File: config.mk
export PLATFORM = sky130hd
export DESIGN_NAME = inst_cache
export DESIGN_NICKNAME = d
export VERILOG_FILES = /design/src/rtl/inst_cache.sv
export SDC_FILE = /design/constraint.sdc
export NUM_CORES = 2
export LEC_CHECK = 0
export CAP_MARGIN = 25
export CELL_PAD_IN_SITES_DETAIL_PLACEMENT = 1
export CELL_PAD_IN_SITES_GLOBAL_PLACEMENT = 2
export CORE_MARGIN = 10
export CORE_UTILIZATION = 30
export CTS_CLUSTER_SIZE = 10
export DETAILED_ROUTE_END_ITERATION = 12
export PLACE_DENSITY = 0.49
export SLEW_MARGIN = 0
export SYNTH_ARGS = -nofsm -noshare
export SYNTH_HDL_FRONTEND = slang
export SYNTH_SLANG_ARGS = --single-unit
File: constraint.sdc
create_clock -name clk -period 14.15 [get_ports clk]
set_clock_uncertainty 0.2 [all_clocks]
set_input_delay 2.83 -clock clk [delete_from_list [all_inputs] [get_ports clk]]
set_output_delay 2.83 -clock clk [all_outputs]
set_load 0.05 [all_outputs]
File: src/rtl/inst_cache.sv
// Direct-mapped read-only instruction cache with single-cycle hit and multi-beat line refill.
// Optional hit/miss counters are built when ICACHE_STATS_EN is defined.
module inst_cache #(
    parameter int unsigned NUM_LINES      = 16,
    parameter int unsigned WORDS_PER_LINE = 4,
    parameter int unsigned MEM_ADDR_W     = 32
) (
    input  logic                  clk,
    input  logic                  rst,
    input  logic                  inst_req,
    input  logic [MEM_ADDR_W-1:0] inst_addr,
    input  logic                  flush,
    output logic [31:0]           inst,
    output logic                  inst_valid,
    output logic                  stall,
    output logic                  mem_req,
    output logic [MEM_ADDR_W-1:0] mem_addr,
    input  logic                  mem_ready,
    input  logic [31:0]           mem_rdata,
    input  logic                  mem_rvalid
`ifdef ICACHE_STATS_EN
    ,
    output logic [31:0]           hit_count,
    output logic [31:0]           miss_count
`endif
);

    localparam int unsigned OFF_W = $clog2(WORDS_PER_LINE);
    localparam int unsigned IDX_W = $clog2(NUM_LINES);
    localparam int unsigned TAG_W = MEM_ADDR_W - IDX_W - OFF_W - 2;
    localparam int unsigned LOW_W = OFF_W + 2;

    typedef enum logic [1:0] {
        IDLE,
        REQ,
        FILL
    } state_t;

    state_t                  r_state;
    state_t                  w_state_nxt;
    logic [MEM_ADDR_W-1:0]   r_line_addr;
    logic [OFF_W-1:0]        r_beat;
    logic                    r_kill;
    logic [NUM_LINES-1:0]    r_valid;
    logic [TAG_W-1:0]        r_tag  [NUM_LINES];
    logic [31:0]             r_data [NUM_LINES*WORDS_PER_LINE];

    logic [IDX_W-1:0]        w_idx;
    logic [OFF_W-1:0]        w_off;
    logic [TAG_W-1:0]        w_tag;
    logic [IDX_W-1:0]        w_fill_idx;
    logic [TAG_W-1:0]        w_fill_tag;
    logic                    w_match;
    logic                    w_hit;
    logic                    w_miss;
    logic                    w_beat_we;
    logic                    w_fill_last;
    logic [1:0]              w_unused;

    assign w_idx       = inst_addr[LOW_W +: IDX_W];
    assign w_off       = inst_addr[2 +: OFF_W];
    assign w_tag       = inst_addr[MEM_ADDR_W-1 -: TAG_W];
    assign w_fill_idx  = r_line_addr[LOW_W +: IDX_W];
    assign w_fill_tag  = r_line_addr[MEM_ADDR_W-1 -: TAG_W];
    assign w_unused    = inst_addr[1:0];

    assign w_match     = r_valid[w_idx] && (r_tag[w_idx] == w_tag);
    assign w_hit       = !rst && inst_req && (r_state == IDLE) && w_match && !flush;
    assign w_miss      = !rst && inst_req && (r_state == IDLE) && !w_match && !flush;
    assign w_beat_we   = !rst && (r_state == FILL) && mem_rvalid;
    assign w_fill_last = w_beat_we && (r_beat == OFF_W'(WORDS_PER_LINE - 1));

    // Next state and CPU/memory-facing outputs
    always_comb begin
        w_state_nxt = r_state;
        inst        = 32'h0;
        inst_valid  = 1'b0;
        stall       = 1'b0;
        mem_req     = 1'b0;
        mem_addr    = '0;
        case (r_state)
            IDLE: if (w_miss) w_state_nxt = REQ;
            REQ:  if (mem_ready) w_state_nxt = FILL;
            FILL: if (w_fill_last) w_state_nxt = IDLE;
            default: w_state_nxt = IDLE;
        endcase
        if (w_hit) begin
            inst       = r_data[{w_idx, w_off}];
            inst_valid = 1'b1;
        end
        if (!rst) begin
            stall = (r_state != IDLE) || (inst_req && !w_hit);
            if (r_state == REQ) begin
                mem_req  = 1'b1;
                mem_addr = r_line_addr;
            end
        end
    end

    // Control state; a flush mid-refill kills the in-progress line instead of aborting it
    always_ff @(posedge clk) begin
        if (rst) begin
            r_state     <= IDLE;
            r_line_addr <= '0;
            r_beat      <= '0;
            r_kill      <= 1'b0;
            r_valid     <= '0;
        end else begin
            r_state <= w_state_nxt;
            if (w_miss) begin
                r_line_addr <= {inst_addr[MEM_ADDR_W-1:LOW_W], LOW_W'(0)};
                r_beat      <= '0;
            end
            if (w_beat_we) begin
                r_beat <= r_beat + OFF_W'(1);
            end
            if (r_state == IDLE) begin
                r_kill <= 1'b0;
            end else if (flush) begin
                r_kill <= 1'b1;
            end
            if (flush) begin
                r_valid <= '0;
            end
            if (w_fill_last && !r_kill && !flush) begin
                r_valid[w_fill_idx] <= 1'b1;
            end
        end
    end

    // Storage arrays carry no reset; the valid bits guard them
    always_ff @(posedge clk) begin
        if (w_beat_we) begin
            r_data[{w_fill_idx, r_beat}] <= mem_rdata;
        end
        if (w_fill_last) begin
            r_tag[w_fill_idx] <= w_fill_tag;
        end
    end

`ifdef ICACHE_STATS_EN
    logic [31:0] r_hit_count;
    logic [31:0] r_miss_count;

    // Saturating event counters
    always_ff @(posedge clk) begin
        if (rst) begin
            r_hit_count  <= 32'h0;
            r_miss_count <= 32'h0;
        end else begin
            if (w_hit && (r_hit_count != 32'hFFFF_FFFF)) begin
                r_hit_count <= r_hit_count + 32'h1;
            end
            if (w_miss && (r_miss_count != 32'hFFFF_FFFF)) begin
                r_miss_count <= r_miss_count + 32'h1;
            end
        end
    end

    assign hit_count  = r_hit_count;
    assign miss_count = r_miss_count;
`endif

endmodule

==> key figures <==
Global routing
  • First-pass GRT wire length: 395000 um
  • Gr ovfl total: 0
  • Largest net degree at the start of global routing: 102
  • Initial antenna violation count: 44
  • Vias in the first global route: between 40000 and 50000
  • Gr usage total: 0.164

Synthesis
  • Synth cell types: 46
  • Synth top area share: 0.768
  • Post-synth EDFFs: approximately 2400
  • Synth Warn #: 0
  • Most used DFF post-synth: edfxtp_1
  • Syn Std Cell Area: 0.0951 mm^2
  • Syn avg cell area: 24.1 um^2
  • Post-synthesis register bit count: 2481
  • Post-synthesis sequential area ratio: 0.778
  • Synth async-reset ratio: 0
  • Cells after Synth: around 4000
  • Top post-synthesis cells by area: edfxtp_1, mux4_2, dfxtp_1
  • Leading area contributor after synthesis: edfxtp_1

Die
  • # rows: 206
  • Die width: just under 600 um
  • Initial Util: 0.302
  • Num ports: 137
  • CORE AREA: about 0.32 mm^2
  • Die Height: approximately 580 um
  • Die footprint: 0.340 mm^2

Detailed routing
  • Drt wl/cell: around 33 um
  • DRC violations left: 0
  • Detailed Route WL: 285000 um
  • DR pass1 iterations: 5
  • Antenna viol nets, final: 0
  • DR iter-0 viols: 3828
  • Vias/cell: around 5
  • DR vias: 43458

Worst setup path
  • Worst setup path category: primary input to output port
  • Required @ worst endpoint: ~11000 ps
  • Worst EP arrival: 8500 ps
  • Maximum net fanout on the critical path: between 80 and 90
  • Crit end category: output port
  • CP Launch Type: primary input

Power and ir drop
  • Leakage power: approximately 33 nW
  • VDD IR max: 0.0960 mV
  • Pwr dens: approximately 140 mW/mm^2
  • Pwr Total: 15.6 mW

Clock tree
  • CTS hold repair buffers: 0
  • CTS Buffer Depth: 4
  • CTS tree: yes
  • Worst-skew pair later-pin latency: 880 ps
  • Setup bufs post-CTS: 0
  • Clk pin slew, worst setup/hold paths: 60 ps
  • Resize count post-CTS: 0
  • Sink Count: 2481
  • Root Driver: clkbuf_16
  • H-Tree Depth: 5
  • CTS Buf Count: 296

Cells and area
  • Fraction of layout cells with a size suffix above 1: 0.312
  • Final-stage net count: between 4000 and 5000
  • Non-Filler Instances: 8603
  • Design area: between 0.1 and 0.15 mm^2
  • Area Overhead vs Synth: 16.9%

Timing
  • Period Utilization, post-route: 0.815
  • Post-layout minimum cycle time: 11530 ps
  • Setup TNS: 0 ps
  • Pin slew with the least headroom to its limit: 1120 ps
  • Final setup viols: 0
  • Final Hold Fails: 0
  • Setup repair after global routing missed its margin: false
  • Final Max Tran Viols: 0
  • Slew HR: 0.250
  • Fin Hold WS: 275 ps
  • Fmax: between 0.08 and 0.09 GHz

Flow run
  • Number of max-cap violations: 0

Place
  • PortBufs: 130
  • Routability Congestion: 0.699
  • Area after DPL: 0.102 mm^2
  • Dpl hpwl: 156000 um
  • Cells after DPL: 8141

Worst hold path
  • Worst Hold Class: register to register

Status
  • Status: finished, final reports clean
## per-layer routing
layer	wire length [um]	GRT usage	vias to the layer above
li1	-	-	17655
met1	123000	0.221	24341
met2	141000	0.276	1064
met3	13300	0.0261	388
met4	7060	0.0451	10
met5	57	0	-
## area by class of cell
type | instances | area (um^2)
flip-flops and latches | 2481 | 74000
multi-input cells | 1233 | 20700
clock buffers | 376 | 7880
repair buffers | 283 | 2890
fillers | 29936 | 204000
well taps | 4160 | 5200
clock inverters | 42 | 412
inverters | 3 | 11.3
diodes | 25 | 62.6
## cell usage in the layout (no fill, tap or decap), drive strengths merged, types with 32 or more instances in the layout
| cell | count |
|---|---|
| and3 | 33 |
| clkbuf | 377 |
| nor2 | 98 |
| clkdlybuf4s50 | 91 |
| edfxtp | 2432 |
| nand3 | 35 |
| a21oi | 51 |
| dfxtp | 49 |
| mux4 | 768 |
| buf | 191 |
| mux2i | 58 |
| clkinv | 32 |
## logic make-up after synthesis
| kind of cell | count (synthesis) | share of synthesized area |
|---|---|---|
| buffers and inverters | 231 | 0.0107 |
| flip-flops | 2481 | 0.778 |
| XOR/XNOR | 29 | 0.00267 |
| other | 1 | 0.0000394 |
| adder cells (fa/ha/maj) | 1 | 0.000131 |
| AO/OA/AOI/OAI | 100 | 0.00588 |
| multiplexers | 828 | 0.188 |
| AND/OR/NAND/NOR | 271 | 0.0145 |
## Yosys cell counts (4+ instances only)
cell type,instances
xor2_1,8
clkbuf_1,159
nand2_1,14
buf_2,40
nand2b_1,27
a221oi_1,4
xnor2_1,21
a21oi_1,51
nor3_1,7
and2_1,30
nor2_1,98
nor2b_1,9
buf_1,11
o21ai_0,6
edfxtp_1,2432
o21ai_1,25
mux4_2,768
nand3_1,35
nand3b_1,7
buf_6,9
buf_4,9
and3_1,33
dfxtp_1,49
mux2i_1,58
## power by group
part / leakage (nW) / switching, mW / internal (mW) / total, mW
clock network: 4.02 / 2.92 / 3.89 / 6.81
logic: 7.42 / 0.409 / 0.286 / 0.695
registers: 22.0 / 0.0144 / 8.06 / 8.08
## critical path, stage by stage
cell and delay [ps]:
buf_8 520, buf_12 690, mux4_2 340, nor2_1 50
a221oi_1 330, xnor2_1 170, mux2i_1 180, nor4_1 940
and4_4 780, buf_4 490, nand2_1 90, inv_1 70
clkdlybuf4s50_1 800
## state kept, by name, indices dropped and copies added, names as in the netlist
name and flops:
r_beat 2, r_data 2048, r_kill 1, r_line_addr 28, r_state 2, r_tag 384, r_valid 16
## stage by stage
stage                     utilization  setup slack [ps]
after floorplan                     -              5380
after global placement          0.324              2350
after detailed placement        0.325              2490
after CTS                       0.351              2480
after global routing            0.353              2370
final                           0.353              2620
## path summary, 6_finish.rpt
kind / start / to / slack, ps / depth (start not counted)
setup / recovery: inst_addr[6] / inst_valid / 2620 / 13
hold / removal: r_valid[7] / r_valid[7] / 270 / 2
setup reg to reg: r_tag[12][21] / r_line_addr[17] / 9450 / 9
hold reg to reg: r_valid[7] / r_valid[7] / 270 / 2
Note: power is estimated with default switching activity, not from simulation.
